## src/rtl/muldiv_unit.sv

```systemverilog
// Iterative RV32M multiply/divide unit: shift-add multiply and restoring divide,
// one bit per cycle over operand magnitudes, with valid/ready handshakes on both sides.
module muldiv_unit #(
    parameter int XLEN  = 32,
    parameter int CNT_W = 6
) (
    input  logic            clk,
    input  logic            reset_n,
    input  logic            in_valid,
    output logic            in_ready,
    input  logic [2:0]      op_code,
    input  logic [XLEN-1:0] in_a,
    input  logic [XLEN-1:0] in_b,
    output logic            out_valid,
    input  logic            out_ready,
    output logic [XLEN-1:0] out
);

    localparam logic [2:0] OP_MUL    = 3'd0;
    localparam logic [2:0] OP_MULH   = 3'd1;
    localparam logic [2:0] OP_MULHSU = 3'd2;
    localparam logic [2:0] OP_MULHU  = 3'd3;
    localparam logic [2:0] OP_DIV    = 3'd4;
    localparam logic [2:0] OP_DIVU   = 3'd5;
    localparam logic [2:0] OP_REM    = 3'd6;
    localparam logic [2:0] OP_REMU   = 3'd7;

    localparam logic [XLEN-1:0] INT_MIN  = {1'b1, {(XLEN-1){1'b0}}};
    localparam logic [CNT_W-1:0] CNT_LAST = CNT_W'(XLEN - 1);

    typedef enum logic [2:0] {
        IDLE,
        CALC,
        FIX,
        SPECIAL,
        DONE
    } state_t;

    state_t state, state_nxt;

    logic [2:0]       op_q;
    logic             sign_a_q, sign_b_q;
    logic             special_q;
    logic [XLEN-1:0]  special_val_q;
    logic [XLEN-1:0]  mcand_q;
    logic [XLEN-1:0]  acc_hi_q, acc_lo_q;
    logic [CNT_W-1:0] cnt_q;
    logic [XLEN-1:0]  out_q;

    function automatic logic [XLEN-1:0] neg_word(input logic [XLEN-1:0] v, input logic neg);
        return neg ? -v : v;
    endfunction

    function automatic logic [2*XLEN-1:0] neg_dword(input logic [2*XLEN-1:0] v, input logic neg);
        return neg ? -v : v;
    endfunction

    // Request decode: signedness, magnitudes and the two divide special cases.
    logic            accept;
    logic            a_signed, b_signed;
    logic            sign_a_in, sign_b_in;
    logic [XLEN-1:0] abs_a_in, abs_b_in;
    logic            div_zero, div_ovf, special_in;
    logic [XLEN-1:0] special_val_in;

    assign accept    = in_valid & in_ready;
    assign a_signed  = (op_code == OP_MULH) || (op_code == OP_MULHSU) ||
                       (op_code == OP_DIV)  || (op_code == OP_REM);
    assign b_signed  = (op_code == OP_MULH) || (op_code == OP_DIV) || (op_code == OP_REM);
    assign sign_a_in = a_signed & in_a[XLEN-1];
    assign sign_b_in = b_signed & in_b[XLEN-1];
    assign abs_a_in  = neg_word(in_a, sign_a_in);
    assign abs_b_in  = neg_word(in_b, sign_b_in);

    assign div_zero   = op_code[2] && (in_b == '0);
    assign div_ovf    = ((op_code == OP_DIV) || (op_code == OP_REM)) &&
                        (in_a == INT_MIN) && (in_b == '1);
    assign special_in = div_zero | div_ovf;

    always_comb begin
        special_val_in = '0;
        if (div_zero)
            special_val_in = op_code[1] ? in_a : '1;
        else if (div_ovf)
            special_val_in = op_code[1] ? '0 : INT_MIN;
    end

    // Multiply step: add multiplicand into the high half when the current
    // multiplier bit is set, then shift the whole {hi,lo} pair right.
    logic [XLEN:0]   mul_sum;
    logic [XLEN-1:0] mul_hi_nxt, mul_lo_nxt;

    assign mul_sum    = {1'b0, acc_hi_q} + (acc_lo_q[0] ? {1'b0, mcand_q} : '0);
    assign mul_hi_nxt = mul_sum[XLEN:1];
    assign mul_lo_nxt = {mul_sum[0], acc_lo_q[XLEN-1:1]};

    // Restoring divide step: hi holds the partial remainder, lo shifts the
    // dividend out at the top and the quotient bits in at the bottom.
    logic [XLEN:0]   div_shift, div_trial;
    logic            div_fits;
    logic [XLEN-1:0] div_hi_nxt, div_lo_nxt;

    assign div_shift  = {acc_hi_q, acc_lo_q[XLEN-1]};
    assign div_trial  = div_shift - {1'b0, mcand_q};
    assign div_fits   = ~div_trial[XLEN];
    assign div_hi_nxt = div_fits ? div_trial[XLEN-1:0] : div_shift[XLEN-1:0];
    assign div_lo_nxt = {acc_lo_q[XLEN-2:0], div_fits};

    // Final sign correction and result selection.
    logic [2*XLEN-1:0] prod_signed;
    logic [XLEN-1:0]   quo_signed, rem_signed;
    logic [XLEN-1:0]   fix_result;

    assign prod_signed = neg_dword({acc_hi_q, acc_lo_q}, sign_a_q ^ sign_b_q);
    assign quo_signed  = neg_word(acc_lo_q, sign_a_q ^ sign_b_q);
    assign rem_signed  = neg_word(acc_hi_q, sign_a_q);

    always_comb begin
        fix_result = '0;
        if (special_q) begin
            fix_result = special_val_q;
        end else begin
            unique case (op_q)
                OP_MUL:                        fix_result = prod_signed[XLEN-1:0];
                OP_MULH, OP_MULHSU, OP_MULHU:  fix_result = prod_signed[2*XLEN-1:XLEN];
                OP_DIV, OP_DIVU:               fix_result = quo_signed;
                OP_REM, OP_REMU:               fix_result = rem_signed;
                default:                       fix_result = '0;
            endcase
        end
    end

    // State register
    always_ff @(posedge clk or negedge reset_n) begin
        if (!reset_n)
            state <= IDLE;
        else
            state <= state_nxt;
    end

    // Next-state logic
    always_comb begin
        state_nxt = state;
        unique case (state)
            IDLE:    if (accept) state_nxt = special_in ? SPECIAL : CALC;
            CALC:    if (cnt_q == CNT_LAST) state_nxt = FIX;
            // Special results also pass through FIX so they appear two cycles after accept.
            SPECIAL: state_nxt = FIX;
            FIX:     state_nxt = DONE;
            DONE:    if (out_ready) state_nxt = IDLE;
            default: state_nxt = IDLE;
        endcase
    end

    // Outputs
    always_comb begin
        in_ready  = (state == IDLE);
        out_valid = (state == DONE);
    end

    assign out = out_q;

    // Operand capture, iteration datapath and result register.
    always_ff @(posedge clk or negedge reset_n) begin
        if (!reset_n) begin
            op_q          <= '0;
            sign_a_q      <= 1'b0;
            sign_b_q      <= 1'b0;
            special_q     <= 1'b0;
            special_val_q <= '0;
            mcand_q       <= '0;
            acc_hi_q      <= '0;
            acc_lo_q      <= '0;
            cnt_q         <= '0;
            out_q         <= '0;
        end else if (accept) begin
            op_q          <= op_code;
            sign_a_q      <= sign_a_in;
            sign_b_q      <= sign_b_in;
            special_q     <= special_in;
            special_val_q <= special_val_in;
            mcand_q       <= abs_b_in;
            acc_hi_q      <= '0;
            acc_lo_q      <= abs_a_in;
            cnt_q         <= '0;
        end else if (state == CALC) begin
            cnt_q <= cnt_q + CNT_W'(1);
            if (op_q[2]) begin
                acc_hi_q <= div_hi_nxt;
                acc_lo_q <= div_lo_nxt;
            end else begin
                acc_hi_q <= mul_hi_nxt;
                acc_lo_q <= mul_lo_nxt;
            end
        end else if (state == FIX) begin
            out_q <= fix_result;
        end
    end

endmodule

```

## config.mk

```make
export PLATFORM = sky130hd
export DESIGN_NAME = muldiv_unit
export DESIGN_NICKNAME = d
export VERILOG_FILES = /design/src/rtl/muldiv_unit.sv
export SDC_FILE = /design/constraint.sdc
export NUM_CORES = 1
export LEC_CHECK = 0
export CORE_ASPECT_RATIO = 0.75
export CORE_MARGIN = 2
export CORE_UTILIZATION = 65
export DETAILED_ROUTE_END_ITERATION = 8
export DONT_BUFFER_PORTS = 1
export HOLD_SLACK_MARGIN = 0.03
export PLACE_DENSITY = 0.81
export SETUP_SLACK_MARGIN = 0.05
export SLEW_MARGIN = 10
export SYNTH_ARGS = -nofsm -noshare
export SYNTH_HDL_FRONTEND = slang
export SYNTH_SLANG_ARGS = --single-unit
```

## constraint.sdc

```tcl
create_clock -name clk -period 4.4 [get_ports clk]
set_clock_uncertainty 0.1 [all_clocks]
set_input_delay 0.66 -clock clk [delete_from_list [all_inputs] [get_ports clk]]
set_output_delay 0.66 -clock clk [all_outputs]
set_load 0.02 [all_outputs]
```

### Word-level counts from Yosys, hierarchy flattened

Index checks and enable logic that the tools add are counted.

* add/subtract/negate cells: 8
* eq/ne operators: 21
* muxes and demuxes: 26
* bitwise operators: 8
* reductions and logical operators: 18

Operators by type and width (count)
* $mux 32: 17
* $neg 32->32: 4
* $pmux 32 s4: 1
* $eq 32x32->1 const B: 2
* $mux 64: 1
* $neg 64->64: 1
* $add 32x32->33: 1
* $sub 33x32->33: 1
* $logic_not 32->1: 1
* $eq 3x3->1 const B: 7
* $eq 3x2->1 const B: 5
* $pmux 3 s5: 1
* $mux 6: 2
* $eq 3x1->1 const B: 3
* $mux 3: 3
* $add 6x1->6 const B: 1
* $eq 6x5->1 const B: 1
* $logic_not 3->1: 2
* $logic_or 1x1->1: 6
* $reduce_and 3->1: 2
* $ne 2x1->1 const B: 2
* $reduce_or 2->1: 2
* $and 1x1->1: 3
* $logic_and 1x1->1: 3
* 7 further kinds: 9

* bits in registers: 175
* input bits: 71
* output and inout bits: 34
* word-level logic and storage cells: 92

### Depth between registers and ports, before layout

Gate-level depths: netlist (run 1).

* depth in word-level cells: 8
* gate-level depth with buffers: 14
* depth with buffers taken out: 13

### Worst setup path before layout (run 1)

Ideal clock, no wire load.

* path type: flip-flop to flip-flop
* start point: reg acc_lo_q[31]
* end point: reg acc_hi_q[8]
* library setup time: 0.122 ns
* arrival time: 3.094 ns
* slack: 1.085 ns
* cell stages (with the launch flop): 15
* path buffers: 2
* cells stage by stage: dfrtp_1 inv_1 ha_1 fa_1 nand2b_1 a21o_1 a2111oi_2 o211ai_1 a21oi_1 or3_1 and2_1 clkbuf_1 buf_2 o211ai_1 a32o_1

* cells in the longest elaborated chain, start to end: 5

Ends and longest elaborated chain
* from (decl): line 46 `logic [XLEN-1:0] acc_hi_q, acc_lo_q;`
* from (signal assigned): line 184 `acc_lo_q <= abs_a_in;`
* from (signal assigned): line 190 `acc_lo_q <= div_lo_nxt;`
* from (signal assigned): line 193 `acc_lo_q <= mul_lo_nxt;`
* $sub 33x32->33: line 104 `assign div_trial = div_shift - {1'b0, mcand_q};`
* $mux 32: line 106 `assign div_hi_nxt = div_fits ? div_trial[XLEN-1:0] : div_shift[XLEN-1:0];`
* $mux 32: line 188 `if (op_q[2]) begin`
* $mux 32: line 186 `end else if (state == CALC) begin`
* $mux 32: line 176 `end else if (accept) begin`
* to (signal assigned): line 189 `acc_hi_q <= div_hi_nxt;`
* to (signal assigned): line 192 `acc_hi_q <= mul_hi_nxt;`
* to (decl): line 46

Every way passes these cells. The select of a mux whose other input is x is not followed.
A chain may end at the register's enable or synchronous reset.

### Final worst setup path (run 1)

* start point: reg acc_lo_q[0]
* end point: reg acc_hi_q[31]

* cells in the longest elaborated chain, start to end: 5

Ends and longest elaborated chain
* $mux 32: line 93 `assign mul_sum = {1'b0, acc_hi_q} + (acc_lo_q[0] ? {1'b0, mcand_q} : '0);`
* $add 32x32->33: line 93
* $mux 32: line 188
* $mux 32: line 186
* $mux 32: line 176

Every way passes these cells. The select of a mux whose other input is x is not followed.

==> results of run 1 <==
kinds of logic (layout without fill, tap and decap cells):
family / after synthesis / in the layout / share of synthesized area [%]
AOI/OAI and AO/OA: 636 / 636 / 25.8
xor gates and xnor gates: 182 / 182 / 10.2
adders and majority gates: 72 / 72 / 5.84
buffers and inverters: 197 / 143 / 5.31
DFF: 175 / 175 / 27.9
muxes: 60 / 60 / 3.86
and+or+nand+nor: 677 / 677 / 21.1
critical path, stage by stage, from the launching register on:
cell and delay (ps):
dfrtp_1 460, inv_1 380, nor2_1 100, ha_1 360
nor2b_1 220, o2111ai_1 160, a31oi_1 260, a311oi_1 130
buf_4 180, o41a_1 410, o31ai_1 450, a2111oi_0 210
a2111oi_0 400
cells in the final DEF, fill, tap and decap left out, types with 7 or more instances in the layout:
cell type  netlist  final
a211oi_1         8      8
nand2b_1        12     12
and3_1          13     13
o21a_1           9      9
a21o_1          37     37
dfrtp_1        175    174
or4_1            8      8
o21bai_1         9      9
o21ai_0        182    182
ha_1            70     70
inv_1           66     66
a221oi_1        14     14
nand4_1         27     27
and2_1          14     14
nand2_1        241    240
buf_4            2     44
o221ai_1        12     12
nor3_1          38     38
o22ai_1          7      7
a21oi_1        144    144
nor2_1         161    157
a31oi_1         29     29
or3_1           25     25
mux2i_1         56     56
clkbuf_16        0     17
nand3_1         37     37
o41ai_1          9      9
o211ai_1        49     49
nor4_1          24     24
o31ai_1         56     56
nor2b_1         40     40
nor3b_1          7      7
xor2_1          84     84
a22oi_1         14     14
xnor2_1         98     98
final cells by class:
cell class	instances	area (um2)	area share (%)
inverters	67	251	1.53
flip-flops and latches	175	4380	26.7
well taps	306	383	2.33
clock buffers	18	429	2.61
multi-input cells	1627	10500	63.8
clock inverters	14	174	1.06
repair buffers	44	330	2.01
registers in the layout, indices dropped and copies added (netlist names), 3 cells and up:
| register | flops |
|---|---|
| special_val_q | 32 |
| mcand_q | 32 |
| cnt_q | 6 |
| out | 32 |
| op_q | 3 |
| acc_hi_q | 32 |
| acc_lo_q | 32 |
| state | 3 |
power groups by stage:
stage / logic (mW) / clock network (mW) / registers [mW]
after global routing: 10.2 / 1.68 / 3.30
final: 9.48 / 1.63 / 3.24
after floorplan: 6.89 / 0 / 2.84
after CTS: 9.10 / 1.61 / 3.19
after detailed placement: 9.03 / 0 / 3.22
after global placement: 8.90 / 0 / 3.19
worst max path at each step:
stage,from,endpoint,slack (ps)
floorplan,acc_lo_q[31],acc_hi_q[8],1080
global placement,acc_lo_q[31],acc_hi_q[29],640
detailed placement,acc_lo_q[31],acc_hi_q[29],550
CTS,acc_lo_q[0],acc_hi_q[31],520
global route,acc_lo_q[0],acc_hi_q[31],190
finish,acc_lo_q[0],acc_hi_q[31],420
Yosys cell counts (all sizes together), types with 4 or more instances:
library cell  number  area, um2
nand2            241        905
o21ai            187        936
dfrtp            175       4380
nor2             161        604
a21oi            144        721
clkbuf           102        414
xnor2             98        858
xor2              84        736
ha                70        876
inv               67        251
mux2i             56        561
o31ai             56        420
o211ai            49        368
nor2b             40        250
nand3             38        195
nor3              38        190
a21o              37        278
a31oi             29        181
nand4             28        181
nor4              27        205
buf               26        148
or3               25        156
and2              16        103
a221oi            15        138
a22oi             14        105
and3              13       81.3
nand2b            12       75.1
o221ai            12        105
or4               12        105
o21a               9       67.6
o21bai             9       67.6
o41ai              9       78.8
a211oi             8       60.1
nor3b              7       52.6
o22ai              7       43.8
or2                5       31.3
a2111oi            4       41.3
a211o              4       35.0
a221o              4       40.0
mux2               4       45.0
o2111ai            4       35.0
per-layer routing:
metal	track usage, %	up-vias	wire length [um]
met3	21.0	87	9380
met5	0	-	103
met2	56.3	1081	21300
li1	-	7117	-
met4	8.84	6	971
met1	64.1	7488	23200
per-stage QoR:
step / setup WS, ps / power [mW] / std cells / area, um2
detailed placement: 547 / 12.3 / 2219 / 15800
global placement: 644 / 12.1 / 2219 / 15800
floorplan: 1080 / 9.73 / 1999 / 15700
global route: 187 / 15.2 / 2251 / 16400
CTS: 515 / 13.9 / 2251 / 16400
finish: 424 / 14.3 / 2251 / 16400
==> results.json, run 1 <==
{
  "outcome": "finished with violations",
  "violated_checks": "hold timing",
  "sequentialPowerShare_pct": 22.6,
  "cts_sinks": 175,
  "grt_first_pass_wirelength_um": 84100,
  "routabilityCongestion": 1.00,
  "worst_r2r_path_depth": 12,
  "diodes": 0,
  "die_area_um2": 25400,
  "yosysSeqAreaShare_pct": 27.9,
  "dp.final_hpwl_um": 41000,
  "report.final.setup_viol": 0,
  "grt.overflow.total": 0,
  "grt_antenna_before_repair": 3,
  "clk_pin_slew_ps": 80,
  "route.detailed.drc": 0,
  "grt_start_max_net_pins": 176,
  "setup_tns_ps": 0,
  "swShare_pct": 54.7,
  "slew_headroom_pct": 25.2,
  "crit-reg2reg-launch": "acc_lo_q[0]",
  "die_height_um": 138,
  "worstSetupEndpointType": "flip-flop",
  "design.final.nets": 2075,
  "power.share.combinational_pct": 66.1,
  "power.net_switching_mw": 7.84,
  "fill_count": 2002,
  "coreArea_um2": 23800,
  "yosys_register_bits": 175,
  "via_per_inst": 7.01,
  "synth.cell_area_um2": 15700,
  "cp.required_ps": 4630,
  "initial_core_utilization_pct": 65.7,
  "cts_made_buffers": 17,
  "post-cts-setup-buffer-count": 0,
  "routed_wirelength_um": 54900,
  "areaGrowthSynthToFinish_pct": 4.85,
  "synth_edf_count": 0,
  "port_buffer_cells": 0,
  "antenna_left": 0,
  "synthesis_warning_total": 0,
  "timing.final.max_slew_violations": 0,
  "tritoncts": "done",
  "synthFlopType": "dfrtp_1",
  "reg2reg_to": "acc_hi_q[31]",
  "hold_class": "input pin to asynchronous set/reset pin",
  "first_global_vias": 14537,
  "relative_contribution_of_the_clock_network_to_total_power_pct": 11.3,
  "wire_per_inst_um": 24.4,
  "cts.htree.levels": 4,
  "postLayoutCoreUtil_pct": 68.9,
  "final_hold_viol_count": 175,
  "p_leak_nw": 6.98,
  "power.ir.vdd_worst_mv": 0.460,
  "ioPinCount": 105,
  "asyncSetResetFlopFracSynth_pct": 100,
  "drtIter0Drc": 2463,
  "synth_cell_type_count": 83,
  "period_share_pct": 90.4,
  "synth_fp_nets": 2142,
  "netlist_instances": 1999,
  "worstPathArrival_ps": 4200,
  "vias": 15779,
  "drt_first_pass_iters": 7,
  "rows": 49,
  "timing.critical_path.fanout_max": 14,
  "post_route_cells_drive_above_1_share_pct": 5.71,
  "p_int_mw": 6.50,
  "critPathKind": "flip-flop to flip-flop",
  "fin_worst_hold_slack_ps": -206,
  "cts-resized-gates": 0,
  "cts.path.max_buffers": 2,
  "power-per-cell-area_nw_per_um2": 873,
  "x_dimension_of_the_die_um": 183,
  "clock_latency_ps": 460,
  "start_kind": "flip-flop",
  "maxCapViolCount": 0,
  "fin_crit_ps": 3980,
  "gr-usage-all-layers_pct": 43.2,
  "cts_root_buffer": "clkbuf_16",
  "tightestPinTransition_ps": 1120,
  "syn_area_per_cell_um2": 7.84,
  "unrepaired_setup_endpoints_after_global_routing": "false",
  "max_clock_freq_ghz": 0.252,
  "reg2reg_slack_ps": 420
}
No activity file was read; power rests on OpenSTA's default activity.
==> inputs of run 2 (changes only) <==
clock period = 4.25 ns   (was 4.4 ns; I/O delays follow)
==> results.json, run 2 (synthesis gave the netlist of run 1 again) <==
{
  "unrepaired_setup_endpoints_after_global_routing": "false",
  "grt_antenna_before_repair": 2,
  "rows": 49,
  "timing.final.max_slew_violations": 0,
  "violated_checks": "hold timing",
  "reg2reg_slack_ps": 370,
  "setup_tns_ps": 0,
  "critPathKind": "flip-flop to flip-flop",
  "mostFrequentLayoutCell": "nand2_1",
  "critical_path.startpoint": "acc_lo_q[0]",
  "global_route.peak_usage_layer": "met1",
  "clock_latency_ps": 460,
  "routabilityCongestion": 1.01,
  "clk_pin_slew_ps": 70,
  "coreArea_um2": 23800,
  "max_clock_freq_ghz": 0.258,
  "cp.required_ps": 4500,
  "grt.overflow.total": 0,
  "drtIter0Drc": 2100,
  "design.final.nets": 2082,
  "power-per-cell-area_nw_per_um2": 905,
  "x_dimension_of_the_die_um": 183,
  "cts_sinks": 175,
  "dp.final_hpwl_um": 40900,
  "period_share_pct": 91.2,
  "gr-usage-all-layers_pct": 43.4,
  "antenna_left": 0,
  "cts_made_buffers": 17,
  "crit-reg2reg-launch": "acc_lo_q[0]",
  "gr-usage-met2_pct": 57.1,
  "fraction_of_met1_tracks_used_by_global_routing_pct": 63.3,
  "diodes": 0,
  "cts.path.max_buffers": 2,
  "grt_start_max_net_pins": 176,
  "tritoncts": "done",
  "hold_class": "input pin to asynchronous set/reset pin",
  "outcome": "finished with violations",
  "cts.htree.levels": 4,
  "die_height_um": 138,
  "fin_crit_ps": 3880,
  "initial_core_utilization_pct": 65.7,
  "areaGrowthSynthToFinish_pct": 5.37,
  "die_area_um2": 25400,
  "vias": 15737,
  "worstPathArrival_ps": 4120,
  "tightestPinTransition_ps": 1070,
  "met3_usage_pct": 21.5,
  "first_global_vias": 14479,
  "timing.critical_path.fanout_max": 23,
  "maxCapViolCount": 0,
  "fin_worst_hold_slack_ps": -228,
  "slew_headroom_pct": 28.9,
  "worstSetupEndpointType": "flip-flop",
  "post_route_cells_drive_above_1_share_pct": 6.05,
  "drt_first_pass_iters": 6,
  "grt_first_pass_wirelength_um": 83900,
  "via_per_inst": 6.97,
  "route.detailed.drc": 0,
  "routed_wirelength_um": 55000,
  "ioPinCount": 105,
  "post-cts-setup-buffer-count": 0,
  "report.final.setup_viol": 0,
  "postLayoutCoreUtil_pct": 69.3,
  "final_hold_viol_count": 175,
  "final_cell_mix": "240 x nand2_1, 182 x o21ai_0, 174 x dfrtp_1",
  "cts_root_buffer": "clkbuf_16",
  "wire_per_inst_um": 24.4,
  "port_buffer_cells": 0,
  "start_kind": "flip-flop",
  "power.ir.vdd_worst_mv": 0.980,
  "worst_r2r_path_depth": 13,
  "crit_path_end": "acc_hi_q[30]",
  "reg2reg_to": "acc_hi_q[30]",
  "p_leak_nw": 7.03
}
[run 2: changes by cell type in the layout (fill, tap and decap cells not counted), sizes merged]
cell	previous run	this run
clkinv	3	2
buf	44	51
clkinvlp	2	1
bufinv	2	4
inv	74	73
[run 2: layout make-up]
type / instances / area (um2)
clock inverters: 13 / 199
clock buffers: 18 / 429
fillers: 2010 / 7330
flip-flops and latches: 175 / 4380
multi-input cells: 1627 / 10500
inverters: 67 / 251
repair buffers: 51 / 383
well taps: 306 / 383
[run 2: how the worst min path moves through the flow]
stage / startpoint / end / slack [ps] / cells after the start
final: reset_n / acc_hi_q[16] / -230 / 0
after global routing: reset_n / acc_hi_q[16] / -240 / 0
after CTS: reset_n / acc_hi_q[16] / -230 / 0
after detailed placement: reset_n / acc_hi_q[16] / 250 / 0
after global placement: reset_n / acc_hi_q[16] / 250 / 0
after floorplan: reset_n / acc_hi_q[0] / 240 / 0
[run 2: worst max-delay path, cell delays in order (launching register included)]
cell and delay [ps]:
dfrtp_1 460, inv_1 280, buf_4 360, nor2_1 120, ha_1 360, a21oi_1 220
o21bai_1 90, a221o_1 380, a22oi_1 430, o41ai_1 160, a21oi_1 200, xnor2_1 150
nor2_1 60, o41ai_1 370
[run 2: timing repair]
item	in CTS	in global routing
gates resized for setup	0	1
setup endpoints to repair	0	1
hold endpoints to repair	175	175
[run 2: per-layer routing]
| metal | vias to the layer above | routed length [um] |
|---|---|---|
| li1 | 7136 | - |
| met1 | 7485 | 23200 |
| met2 | 1020 | 21400 |
| met3 | 92 | 9260 |
| met4 | 4 | 1020 |
| met5 | - | 32 |
[run 2: per-stage QoR]
step | cell area, um2 | worst slack [ps] | cells | power [mW]
finish | 16500 | 374 | 2257 | 14.9
global route | 16500 | 106 | 2257 | 15.8
CTS | 16500 | 331 | 2257 | 14.5
detailed placement | 15900 | 356 | 2226 | 12.7
global placement | 15900 | 481 | 2226 | 12.6
floorplan | 15700 | 935 | 1999 | 10.1
[run 2: where the power goes]
part | switching [mW] | total, mW | internal (mW)
registers | 1.05 | 3.34 | 2.29
logic | 6.27 | 9.85 | 3.58
clock network | 0.760 | 1.76 | 0.997
total | 8.08 | 14.9 | 6.87
==> inputs of run 3 (changes only) <==
HOLD_SLACK_MARGIN = unset   (was 0.03)
==> results of run 3 <==
Same layout as run 2: the final DEF is identical, and so are final timing and power.
